==> config.mk <==
export PLATFORM = sky130hd
export DESIGN_NAME = helios_stream_decoder
export DESIGN_NICKNAME = d
export VERILOG_FILES = /design/src/rtl/helios_stream_pkg.sv /design/src/rtl/single_FPGA_decoding_graph.sv /design/src/rtl/syndrome_layer_buffer.sv /design/src/rtl/unified_controller.sv /design/src/rtl/helios_stream_decoder.sv
export SDC_FILE = /design/constraint.sdc
export NUM_CORES = 2
export LEC_CHECK = 0
export CAP_MARGIN = 0
export CORE_UTILIZATION = 30
export DETAILED_ROUTE_END_ITERATION = 10
export DONT_BUFFER_PORTS = 1
export PLACE_DENSITY = 0.42
export REMOVE_ABC_BUFFERS = 1
export SYNTH_ARGS = -nofsm -noshare
export SYNTH_HDL_FRONTEND = slang
export SYNTH_HIERARCHICAL = 1
export SYNTH_SLANG_ARGS = --single-unit
==> constraint.sdc <==
create_clock -name clk -period 18.1 [get_ports clk]
set_input_delay 2.715 -clock clk [delete_from_list [all_inputs] [get_ports clk]]
set_output_delay 2.715 -clock clk [all_outputs]
set_load 0.03 [all_outputs]
==> src/rtl/helios_stream_pkg.sv <==
// Shared types and constants for the streaming Helios decoder: top FSM states,
// controller stage codes and lattice address sizing helpers.
package helios_stream_pkg;

    typedef enum logic [1:0] {
        ST_IDLE  = 2'd0,
        ST_START = 2'd1,
        ST_WAIT  = 2'd2,
        ST_DRAIN = 2'd3
    } state_t;

    localparam logic [1:0] CTRL_IDLE = 2'd0;
    localparam logic [1:0] CTRL_RUN  = 2'd1;
    localparam logic [1:0] CTRL_DONE = 2'd2;

    function automatic int max_of(input int a, input int b);
        return (a > b) ? a : b;
    endfunction

    // Width of one coordinate (x, z or round); never below one bit.
    function automatic int coord_width(input int x, input int z, input int r);
        int w;
        w = $clog2(max_of(max_of(x, z), r));
        return (w < 1) ? 1 : w;
    endfunction

    function automatic int addr_width(input int x, input int z, input int r);
        return 3 * coord_width(x, z, r);
    endfunction

endpackage

==> src/rtl/single_FPGA_decoding_graph.sv <==
// Lattice of processing units; each defect PU adopts the smallest root among
// itself and its defect neighbours once per step until clusters settle.
module single_FPGA_decoding_graph
    import helios_stream_pkg::*;
#(
    parameter int CODE_DISTANCE_X    = 3,
    parameter int CODE_DISTANCE_Z    = 2,
    parameter int MEASUREMENT_ROUNDS = 3,
    parameter int WEIGHT_X           = 2,
    parameter int WEIGHT_Z           = 2,
    parameter int WEIGHT_M           = 2,
    parameter int ADDRESS_WIDTH      = 6,
    localparam int LAYER_PUS         = CODE_DISTANCE_X * CODE_DISTANCE_Z,
    localparam int PU_COUNT          = LAYER_PUS * MEASUREMENT_ROUNDS
) (
    input  logic                              clk,
    input  logic                              reset,
    input  logic                              new_round_start,
    input  logic                              step,
    input  logic [PU_COUNT-1:0]               measurements,
    output logic                              changed,
    output logic [ADDRESS_WIDTH*PU_COUNT-1:0] roots
);

    localparam int AW = ADDRESS_WIDTH;
    localparam int CW = ADDRESS_WIDTH / 3;
    // A zero-weight edge class is treated as absent from the graph.
    localparam bit EN_X = (WEIGHT_X != 0);
    localparam bit EN_Z = (WEIGHT_Z != 0);
    localparam bit EN_M = (WEIGHT_M != 0);

    logic [PU_COUNT-1:0]    defect;
    logic [AW*PU_COUNT-1:0] own_roots;
    logic [AW*PU_COUNT-1:0] next_roots;

    for (genvar p = 0; p < PU_COUNT; p++) begin : g_pu
        localparam int PX  = p % CODE_DISTANCE_X;
        localparam int PZ  = (p % LAYER_PUS) / CODE_DISTANCE_X;
        localparam int PR  = p / LAYER_PUS;
        // Missing neighbours at the lattice edge point back at the PU itself.
        localparam int NXM = (PX > 0) ? p - 1 : p;
        localparam int NXP = (PX < CODE_DISTANCE_X - 1) ? p + 1 : p;
        localparam int NZM = (PZ > 0) ? p - CODE_DISTANCE_X : p;
        localparam int NZP = (PZ < CODE_DISTANCE_Z - 1) ? p + CODE_DISTANCE_X : p;
        localparam int NRM = (PR > 0) ? p - LAYER_PUS : p;
        localparam int NRP = (PR < MEASUREMENT_ROUNDS - 1) ? p + LAYER_PUS : p;

        logic [AW-1:0] best;

        assign own_roots[p*AW +: AW] = AW'((PR << (2 * CW)) | (PZ << CW) | PX);

        always_comb begin
            best = roots[p*AW +: AW];
            if (defect[p]) begin
                if (EN_X && defect[NXM] && roots[NXM*AW +: AW] < best) best = roots[NXM*AW +: AW];
                if (EN_X && defect[NXP] && roots[NXP*AW +: AW] < best) best = roots[NXP*AW +: AW];
                if (EN_Z && defect[NZM] && roots[NZM*AW +: AW] < best) best = roots[NZM*AW +: AW];
                if (EN_Z && defect[NZP] && roots[NZP*AW +: AW] < best) best = roots[NZP*AW +: AW];
                if (EN_M && defect[NRM] && roots[NRM*AW +: AW] < best) best = roots[NRM*AW +: AW];
                if (EN_M && defect[NRP] && roots[NRP*AW +: AW] < best) best = roots[NRP*AW +: AW];
            end
        end

        assign next_roots[p*AW +: AW] = best;
    end

    assign changed = (next_roots != roots);

    always_ff @(posedge clk or posedge reset) begin
        if (reset) begin
            defect <= '0;
            roots  <= '0;
        end else if (new_round_start) begin
            defect <= measurements;
            roots  <= own_roots;
        end else if (step) begin
            roots <= next_roots;
        end
    end

endmodule

==> src/rtl/syndrome_layer_buffer.sv <==
// Assembles one syndrome from per-round layers; refills while the previous
// syndrome is being decoded and empties when the top takes the whole syndrome.
module syndrome_layer_buffer
    import helios_stream_pkg::*;
#(
    parameter int LAYER_PUS          = 6,
    parameter int MEASUREMENT_ROUNDS = 3,
    localparam int PU_COUNT          = LAYER_PUS * MEASUREMENT_ROUNDS
) (
    input  logic                 clk,
    input  logic                 reset,
    input  logic                 s_layer_valid,
    output logic                 s_layer_ready,
    input  logic [LAYER_PUS-1:0] s_layer_data,
    input  logic                 transfer,
    output logic                 full,
    output logic [PU_COUNT-1:0]  flat
);

    localparam int LCW = $clog2(MEASUREMENT_ROUNDS + 1);
    localparam logic [LCW-1:0] LC_FULL = LCW'(MEASUREMENT_ROUNDS);

    logic [LCW-1:0] lc;

    assign full          = (lc == LC_FULL);
    assign s_layer_ready = !full;

    // Handshake and transfer never coincide: ready is low whenever the buffer is full.
    always_ff @(posedge clk or posedge reset) begin
        if (reset) begin
            lc   <= '0;
            flat <= '0;
        end else if (transfer) begin
            lc   <= '0;
            flat <= '0;
        end else if (s_layer_valid && s_layer_ready) begin
            flat[lc*LAYER_PUS +: LAYER_PUS] <= s_layer_data;
            lc <= lc + LCW'(1);
        end
    end

endmodule

==> src/rtl/unified_controller.sv <==
// Sequences graph steps after a round start and reports convergence together
// with the iteration and cycle counts of the current decode.
module unified_controller
    import helios_stream_pkg::*;
(
    input  logic        clk,
    input  logic        reset,
    input  logic        new_round_start,
    input  logic        changed,
    output logic        step,
    output logic        result_valid,
    output logic [7:0]  iteration_counter,
    output logic [31:0] cycle_counter
);

    logic [1:0] stage;

    assign step = (stage == CTRL_RUN);

    // result_valid is a single-cycle pulse on the first step that changes nothing.
    always_ff @(posedge clk or posedge reset) begin
        if (reset) begin
            stage             <= CTRL_IDLE;
            result_valid      <= 1'b0;
            iteration_counter <= '0;
            cycle_counter     <= '0;
        end else begin
            result_valid <= 1'b0;
            if (new_round_start) begin
                stage             <= CTRL_RUN;
                iteration_counter <= '0;
                cycle_counter     <= '0;
            end else if (stage == CTRL_RUN) begin
                cycle_counter <= cycle_counter + 32'd1;
                if (changed) begin
                    if (iteration_counter != 8'hFF)
                        iteration_counter <= iteration_counter + 8'd1;
                end else begin
                    stage        <= CTRL_DONE;
                    result_valid <= 1'b1;
                end
            end
        end
    end

endmodule

==> src/rtl/helios_stream_decoder.sv <==
// Streaming Helios top: layered syndrome input, decode launch with timeout,
// and per-layer root output. Both streams: a beat moves on a clock edge where valid && ready.
module helios_stream_decoder
    import helios_stream_pkg::*;
#(
    parameter int CODE_DISTANCE_X    = 3,
    parameter int CODE_DISTANCE_Z    = 2,
    parameter int MEASUREMENT_ROUNDS = max_of(CODE_DISTANCE_X, CODE_DISTANCE_Z),
    parameter int WEIGHT_X           = 2,
    parameter int WEIGHT_Z           = 2,
    parameter int WEIGHT_M           = 2,
    parameter int MAX_ITERATIONS     = 200,
    localparam int LAYER_PUS         = CODE_DISTANCE_X * CODE_DISTANCE_Z,
    localparam int PU_COUNT          = LAYER_PUS * MEASUREMENT_ROUNDS,
    localparam int ADDRESS_WIDTH     = addr_width(CODE_DISTANCE_X, CODE_DISTANCE_Z, MEASUREMENT_ROUNDS)
) (
    input  logic                               clk,
    input  logic                               reset,
    input  logic                               s_layer_valid,
    output logic                               s_layer_ready,
    input  logic [LAYER_PUS-1:0]               s_layer_data,
    output logic                               m_root_valid,
    input  logic                               m_root_ready,
    output logic [ADDRESS_WIDTH*LAYER_PUS-1:0] m_root_data,
    output logic                               m_root_last,
    output logic                               m_root_timeout,
    output logic                               busy,
    output logic [31:0]                        last_cycle_count,
    output logic [15:0]                        decode_count,
    output logic [7:0]                         timeout_count
);

    localparam int LAYER_BITS = ADDRESS_WIDTH * LAYER_PUS;
    localparam int OCW = $clog2(MEASUREMENT_ROUNDS + 1);
    localparam logic [OCW-1:0] OC_LAST = OCW'(MEASUREMENT_ROUNDS - 1);
    localparam logic [7:0] ITER_LIMIT = 8'(MAX_ITERATIONS);

    state_t state_q, state_d;
    logic [OCW-1:0] oc_q;
    logic timeout_q;
    logic buffer_full, transfer, new_round_start;
    logic step, changed, result_valid;
    logic capture_done, capture_timeout, last_beat, drain_hs;
    logic [PU_COUNT-1:0] buffer_flat, core_meas;
    logic [7:0] iteration_counter;
    logic [31:0] cycle_counter;
    logic [ADDRESS_WIDTH*PU_COUNT-1:0] core_roots, root_q;

    syndrome_layer_buffer #(
        .LAYER_PUS(LAYER_PUS),
        .MEASUREMENT_ROUNDS(MEASUREMENT_ROUNDS)
    ) u_buffer (
        .clk(clk), .reset(reset),
        .s_layer_valid(s_layer_valid), .s_layer_ready(s_layer_ready), .s_layer_data(s_layer_data),
        .transfer(transfer), .full(buffer_full), .flat(buffer_flat)
    );

    single_FPGA_decoding_graph #(
        .CODE_DISTANCE_X(CODE_DISTANCE_X), .CODE_DISTANCE_Z(CODE_DISTANCE_Z),
        .MEASUREMENT_ROUNDS(MEASUREMENT_ROUNDS),
        .WEIGHT_X(WEIGHT_X), .WEIGHT_Z(WEIGHT_Z), .WEIGHT_M(WEIGHT_M),
        .ADDRESS_WIDTH(ADDRESS_WIDTH)
    ) u_graph (
        .clk(clk), .reset(reset), .new_round_start(new_round_start), .step(step),
        .measurements(core_meas), .changed(changed), .roots(core_roots)
    );

    unified_controller u_ctrl (
        .clk(clk), .reset(reset), .new_round_start(new_round_start), .changed(changed),
        .step(step), .result_valid(result_valid),
        .iteration_counter(iteration_counter), .cycle_counter(cycle_counter)
    );

    assign last_beat      = (oc_q == OC_LAST);
    assign m_root_valid   = (state_q == ST_DRAIN);
    assign m_root_last    = m_root_valid && last_beat;
    assign m_root_data    = root_q[oc_q*LAYER_BITS +: LAYER_BITS];
    assign m_root_timeout = timeout_q;
    assign busy           = (state_q != ST_IDLE);
    assign drain_hs       = m_root_valid && m_root_ready;

    always_comb begin
        state_d         = state_q;
        transfer        = 1'b0;
        new_round_start = 1'b0;
        capture_done    = 1'b0;
        capture_timeout = 1'b0;
        case (state_q)
            ST_IDLE: begin
                if (buffer_full) begin
                    transfer = 1'b1;
                    state_d  = ST_START;
                end
            end
            ST_START: begin
                new_round_start = 1'b1;
                state_d         = ST_WAIT;
            end
            ST_WAIT: begin
                // A result arriving on the threshold cycle still counts as a clean decode.
                if (result_valid) begin
                    capture_done = 1'b1;
                    state_d      = ST_DRAIN;
                end else if (iteration_counter >= ITER_LIMIT) begin
                    capture_timeout = 1'b1;
                    state_d         = ST_DRAIN;
                end
            end
            ST_DRAIN: begin
                if (m_root_ready && last_beat) state_d = ST_IDLE;
            end
            default: state_d = ST_IDLE;
        endcase
    end

    always_ff @(posedge clk or posedge reset) begin
        if (reset) begin
            state_q          <= ST_IDLE;
            oc_q             <= '0;
            timeout_q        <= 1'b0;
            core_meas        <= '0;
            root_q           <= '0;
            last_cycle_count <= '0;
            decode_count     <= '0;
            timeout_count    <= '0;
        end else begin
            state_q <= state_d;
            if (transfer) core_meas <= buffer_flat;
            if (capture_done) begin
                root_q           <= core_roots;
                last_cycle_count <= cycle_counter;
                decode_count     <= decode_count + 16'd1;
            end
            if (capture_timeout) begin
                root_q    <= core_roots;
                timeout_q <= 1'b1;
                if (timeout_count != 8'hFF) timeout_count <= timeout_count + 8'd1;
            end
            if (drain_hs) begin
                if (last_beat) begin
                    oc_q      <= '0;
                    timeout_q <= 1'b0;
                end else begin
                    oc_q <= oc_q + OCW'(1);
                end
            end
        end
    end

endmodule

==> results_tabular.tex <==
\begin{tabular}{lr}
\hline
Metric & Value \\
\hline
\multicolumn{2}{l}{\textbf{Final layout}} \\
\quad Filler cell count in the final layout & 14269 \\
\quad Final std cells w/o fill & just under 7000 \\
\quad FF+latch area & 9410 sq um \\
\quad Synth-to-Final Area Change & 9.69\% \\
\quad Area of all placed cells without fillers & roughly 45000 sq um \\
\quad Commonest non-fill, non-tap cell in the layout & sky130\_fd\_sc\_hd\_\_nor2\_1 \\
\quad Area occupied by multi-input gates & 29200 sq um \\
\quad Commonest cells after routing, fill and taps aside & 461 x sky130\_fd\_sc\_hd\_\_nor2\_1, 430 x sky130\_fd\_sc\_hd\_\_ha\_1, 390 x sky130\_fd\_sc\_hd\_\_a21oi\_1 \\
\quad Final net count & $\sim$5400 \\
\quad Fraction of final layout cells sized beyond drive strength 1 & roughly 11\% \\
\multicolumn{2}{l}{\textbf{Timing}} \\
\quad Max Freq & 60.1 MHz \\
\quad Setup tns final & 0 ns \\
\quad Slew Limit Headroom & 19.1\% \\
\quad Min cycle time layout & $\sim$17 ns \\
\quad Worst-case clock skew & roughly 0.056 ns \\
\quad Pin slew with the least headroom to its limit & between 1 and 1.5 ns \\
\quad Final Hold Vio Count & 0 \\
\quad Final worst slack & $\sim$1.4 ns \\
\quad Final slew viol count & 0 \\
\quad Setup-violating endpoint count in the final report & 0 \\
\quad Post-route fraction of the period consumed by the critical path & 92.0\% \\
\quad Unrepaired setup endpoints after global routing & false \\
\multicolumn{2}{l}{\textbf{Placed design}} \\
\quad Placement Cell Area & 43100 sq um \\
\quad Global placer's final weighted congestion & $\sim$0.9 \\
\quad Estimated wirelength of the detail-placed design & around 130000 um \\
\quad Total of buffers placed on input and output ports & 0 \\
\quad Worst slack at placement & 1.89 ns \\
\quad Placed cell count & around 6700 \\
\multicolumn{2}{l}{\textbf{Power}} \\
\quad Total leakage power & around 20 nW \\
\quad Pwr per Cell Area & roughly 150 nW/um\^{}2 \\
\quad IR drop worst, VDD & between 0.1 and 0.15 mV \\
\quad Power consumption & between 0.006 and 0.007 W \\
\multicolumn{2}{l}{\textbf{Global route}} \\
\quad Largest net degree at the start of global routing & around 110 \\
\quad Initial antenna violation count & 3 \\
\quad First-pass GRT wire length & 258000 um \\
\quad Overall overflow remaining after global route & 0 \\
\quad GRT Util Overall & between 20 and 25\% \\
\quad Vias in the first global route & 37611 \\
\multicolumn{2}{l}{\textbf{Setup path}} \\
\quad Startpoint-to-endpoint class of the critical path & reg -> reg \\
\quad Data arrival at the endpoint of the critical path & between 15 and 20 ns \\
\quad Maximum fanout along the worst path & 17 \\
\quad Critical-path top delay cell & sky130\_fd\_sc\_hd\_\_dfrtp\_1 \\
\quad Required time worst endpoint & 18.63 ns \\
\quad Worst Setup Start Kind & flip-flop \\
\quad Cell occurring most often along the worst timing path & sky130\_fd\_sc\_hd\_\_ha\_1 \\
\quad Largest stage delay, worst path & roughly 0.9 ns \\
\quad Critical path capture point type & flip-flop \\
\multicolumn{2}{l}{\textbf{Drt}} \\
\quad Routed length per placed instance & 26.0 um \\
\quad Iteration count of the initial detailed-routing pass & 6 \\
\quad WL final & 176000 um \\
\quad ANT nets after route & 0 \\
\quad Vias after detailed routing & slightly below 40000 \\
\quad Initial DRC Count & about 3500 \\
\quad Drt drc & 0 \\
\quad Vias per inst & 5.79 \\
\multicolumn{2}{l}{\textbf{Job}} \\
\quad Max-cap violations & 0 \\
\multicolumn{2}{l}{\textbf{Synth}} \\
\quad Count of distinct cell types in the synthesized netlist & about 120 \\
\quad Portion of the post-synthesis area used by sequential elements & roughly 23\% \\
\quad Mean instance size in the synthesized netlist & approximately 8.2 sq um \\
\quad Number of storage elements in the synthesis netlist & 376 \\
\quad Share of flip-flops with an asynchronous set or reset after synthesis & 100\% \\
\quad Cell area after synthesis & roughly 41000 sq um \\
\quad EDFF count, synth & 0 \\
\quad Synthesis warning total & 6 \\
\quad Top flip-flop cell by instance count after synthesis & sky130\_fd\_sc\_hd\_\_dfrtp\_1 \\
\quad Post-synthesis instance total & 4976 \\
\multicolumn{2}{l}{\textbf{Clock network}} \\
\quad Clock transition at the register clock pins on the worst setup and hold paths after CTS & $\sim$0.060 ns \\
\quad Quantity of hold-fixing buffers added after cts & 0 \\
\quad Number of H-tree branching levels & 2 \\
\quad Number of clock sinks seen by CTS & 376 \\
\quad Number of setup buffers added after CTS & 0 \\
\quad Root buffer cell & sky130\_fd\_sc\_hd\_\_clkbuf\_16 \\
\quad Clock Tree Buf Depth & 3 \\
\quad Number of resized instances in the post-cts repair step & 0 \\
\quad Num CTS Buffers & 48 \\
\quad Later-pin clock latency in the skew report & $\sim$0.67 ns \\
\quad Clock tree from TritonCTS & yes \\
\multicolumn{2}{l}{\textbf{Floorplan}} \\
\quad Ports placed on the boundary & around 110 \\
\quad Number of placement rows & around 140 \\
\quad Horiz. Die Dim & 371 um \\
\quad Vertical extent of the die & 371 um \\
\quad Total Die Area & 138000 sq um \\
\quad Starting density of the core & 30.2\% \\
\quad Core Box Area & around 140000 sq um \\
\multicolumn{2}{l}{\textbf{Outcome}} \\
\quad Status & completed \\
\multicolumn{2}{l}{\textbf{Min path}} \\
\quad Hold crit path type & reg -> reg \\
\hline
\end{tabular}
==> worst max-delay path, delay by kind of cell, from the launching register on <==
kind / cells / cell delay (ns)
fa+ha+maj: 7 / 2.23
buf+inv: 5 / 0.86
simple gates: 18 / 4.62
mux: 4 / 1.15
flops: 1 / 0.91
compound gates: 23 / 6.74
==> flip-flops by register name (all words and copies together), names as in the netlist <==
register	flops
core_meas	18
decode_count	16
last_cycle_count	32
m_root_timeout	1
oc_q	2
root_q	108
state_q	2
timeout_count	8
u_buffer/flat	18
u_buffer/lc	2
u_ctrl/cycle_counter	32
u_ctrl/iteration_counter	8
u_ctrl/result_valid	1
u_ctrl/stage	2
u_graph/defect	18
u_graph/roots	108
==> synthesized netlist by cell type, drive strengths merged (62+ instances only) <==
| cell | instances | share of area [%] |
|---|---|---|
| nor2 | 463 | 4.3 |
| ha | 431 | 13 |
| a21oi | 391 | 4.8 |
| dfrtp | 376 | 23 |
| nand2 | 360 | 3.3 |
| o21ai | 314 | 3.9 |
| inv | 292 | 2.7 |
| mux2 | 261 | 7.2 |
| mux2i | 237 | 5.8 |
| clkbuf | 194 | 1.8 |
| nand2b | 102 | 1.6 |
| xnor2 | 101 | 2.2 |
| nand3 | 96 | 1.2 |
| a211oi | 90 | 1.7 |
| a21o | 89 | 1.6 |
| o211ai | 79 | 1.5 |
| nor2b | 64 | 0.99 |
| nor3 | 63 | 0.77 |
| buf | 62 | 0.93 |
==> final timing paths <==
check / startpoint / endpoint / slack [ns] / cells after the start
hold reg to reg: core_meas[12] / u_graph/defect[12] / 0.48 / 2
hold / removal: core_meas[12] / u_graph/defect[12] / 0.48 / 2
setup reg to reg: u_graph/roots[40] / u_ctrl/iteration_counter[1] / 1.45 / 57
max in group asynchronous: reset / u_graph/roots[54] / 14.64 / 2
setup / recovery: u_graph/roots[40] / u_ctrl/iteration_counter[1] / 1.45 / 57
min in group asynchronous: reset / core_meas[11] / 1.94 / 1
==> area by class of cell <==
cell class	count	area share (%)
Multi-Input combinational cell	4033	65.1
Sequential cell	376	21.0
Tap cell	1781	4.97
Clock buffer	63	3.01
Inverter	311	2.63
Timing Repair Buffer	150	2.54
Clock inverter	24	0.718
Antenna cell	4	0.0223
==> where the power goes <==
part / internal [W] / total [W] / switching (W)
Sequential: 0.000975 / 0.00115 / 0.000174
Clock: 0.000601 / 0.00105 / 0.000447
Combinational: 0.00156 / 0.00438 / 0.00282
==> per-stage QoR <==
step                      hold WS, ns  utilization (%)
final                           0.478             33.1
after global routing            0.504             33.1
after CTS                       0.488             33.1
after detailed placement        0.474             31.9
after global placement          0.464             31.9
after floorplan                 0.444                -
==> logic make-up after synthesis <==
logic type	Yosys count	synth area share (%)
AO/OA/AOI/OAI	1465	23.8
XOR/XNOR	132	2.83
adder cells (fa/ha/maj)	454	13.8
buffers and inverters	567	5.62
flip-flops	376	23.0
multiplexers	498	13.0
AND/OR/NAND/NOR	1484	17.9
==> layer usage <==
layer | vias to the layer above | GRT usage (%) | wire length, um
li1 | 18256 | - | -
met5 | - | 0 | 0
met3 | 252 | 2.45 | 9960
met1 | 19168 | 33.9 | 79600
met4 | 0 | 7.50 | 5230
met2 | 1335 | 41.1 | 80800
No activity file was read; power rests on OpenSTA's default activity.
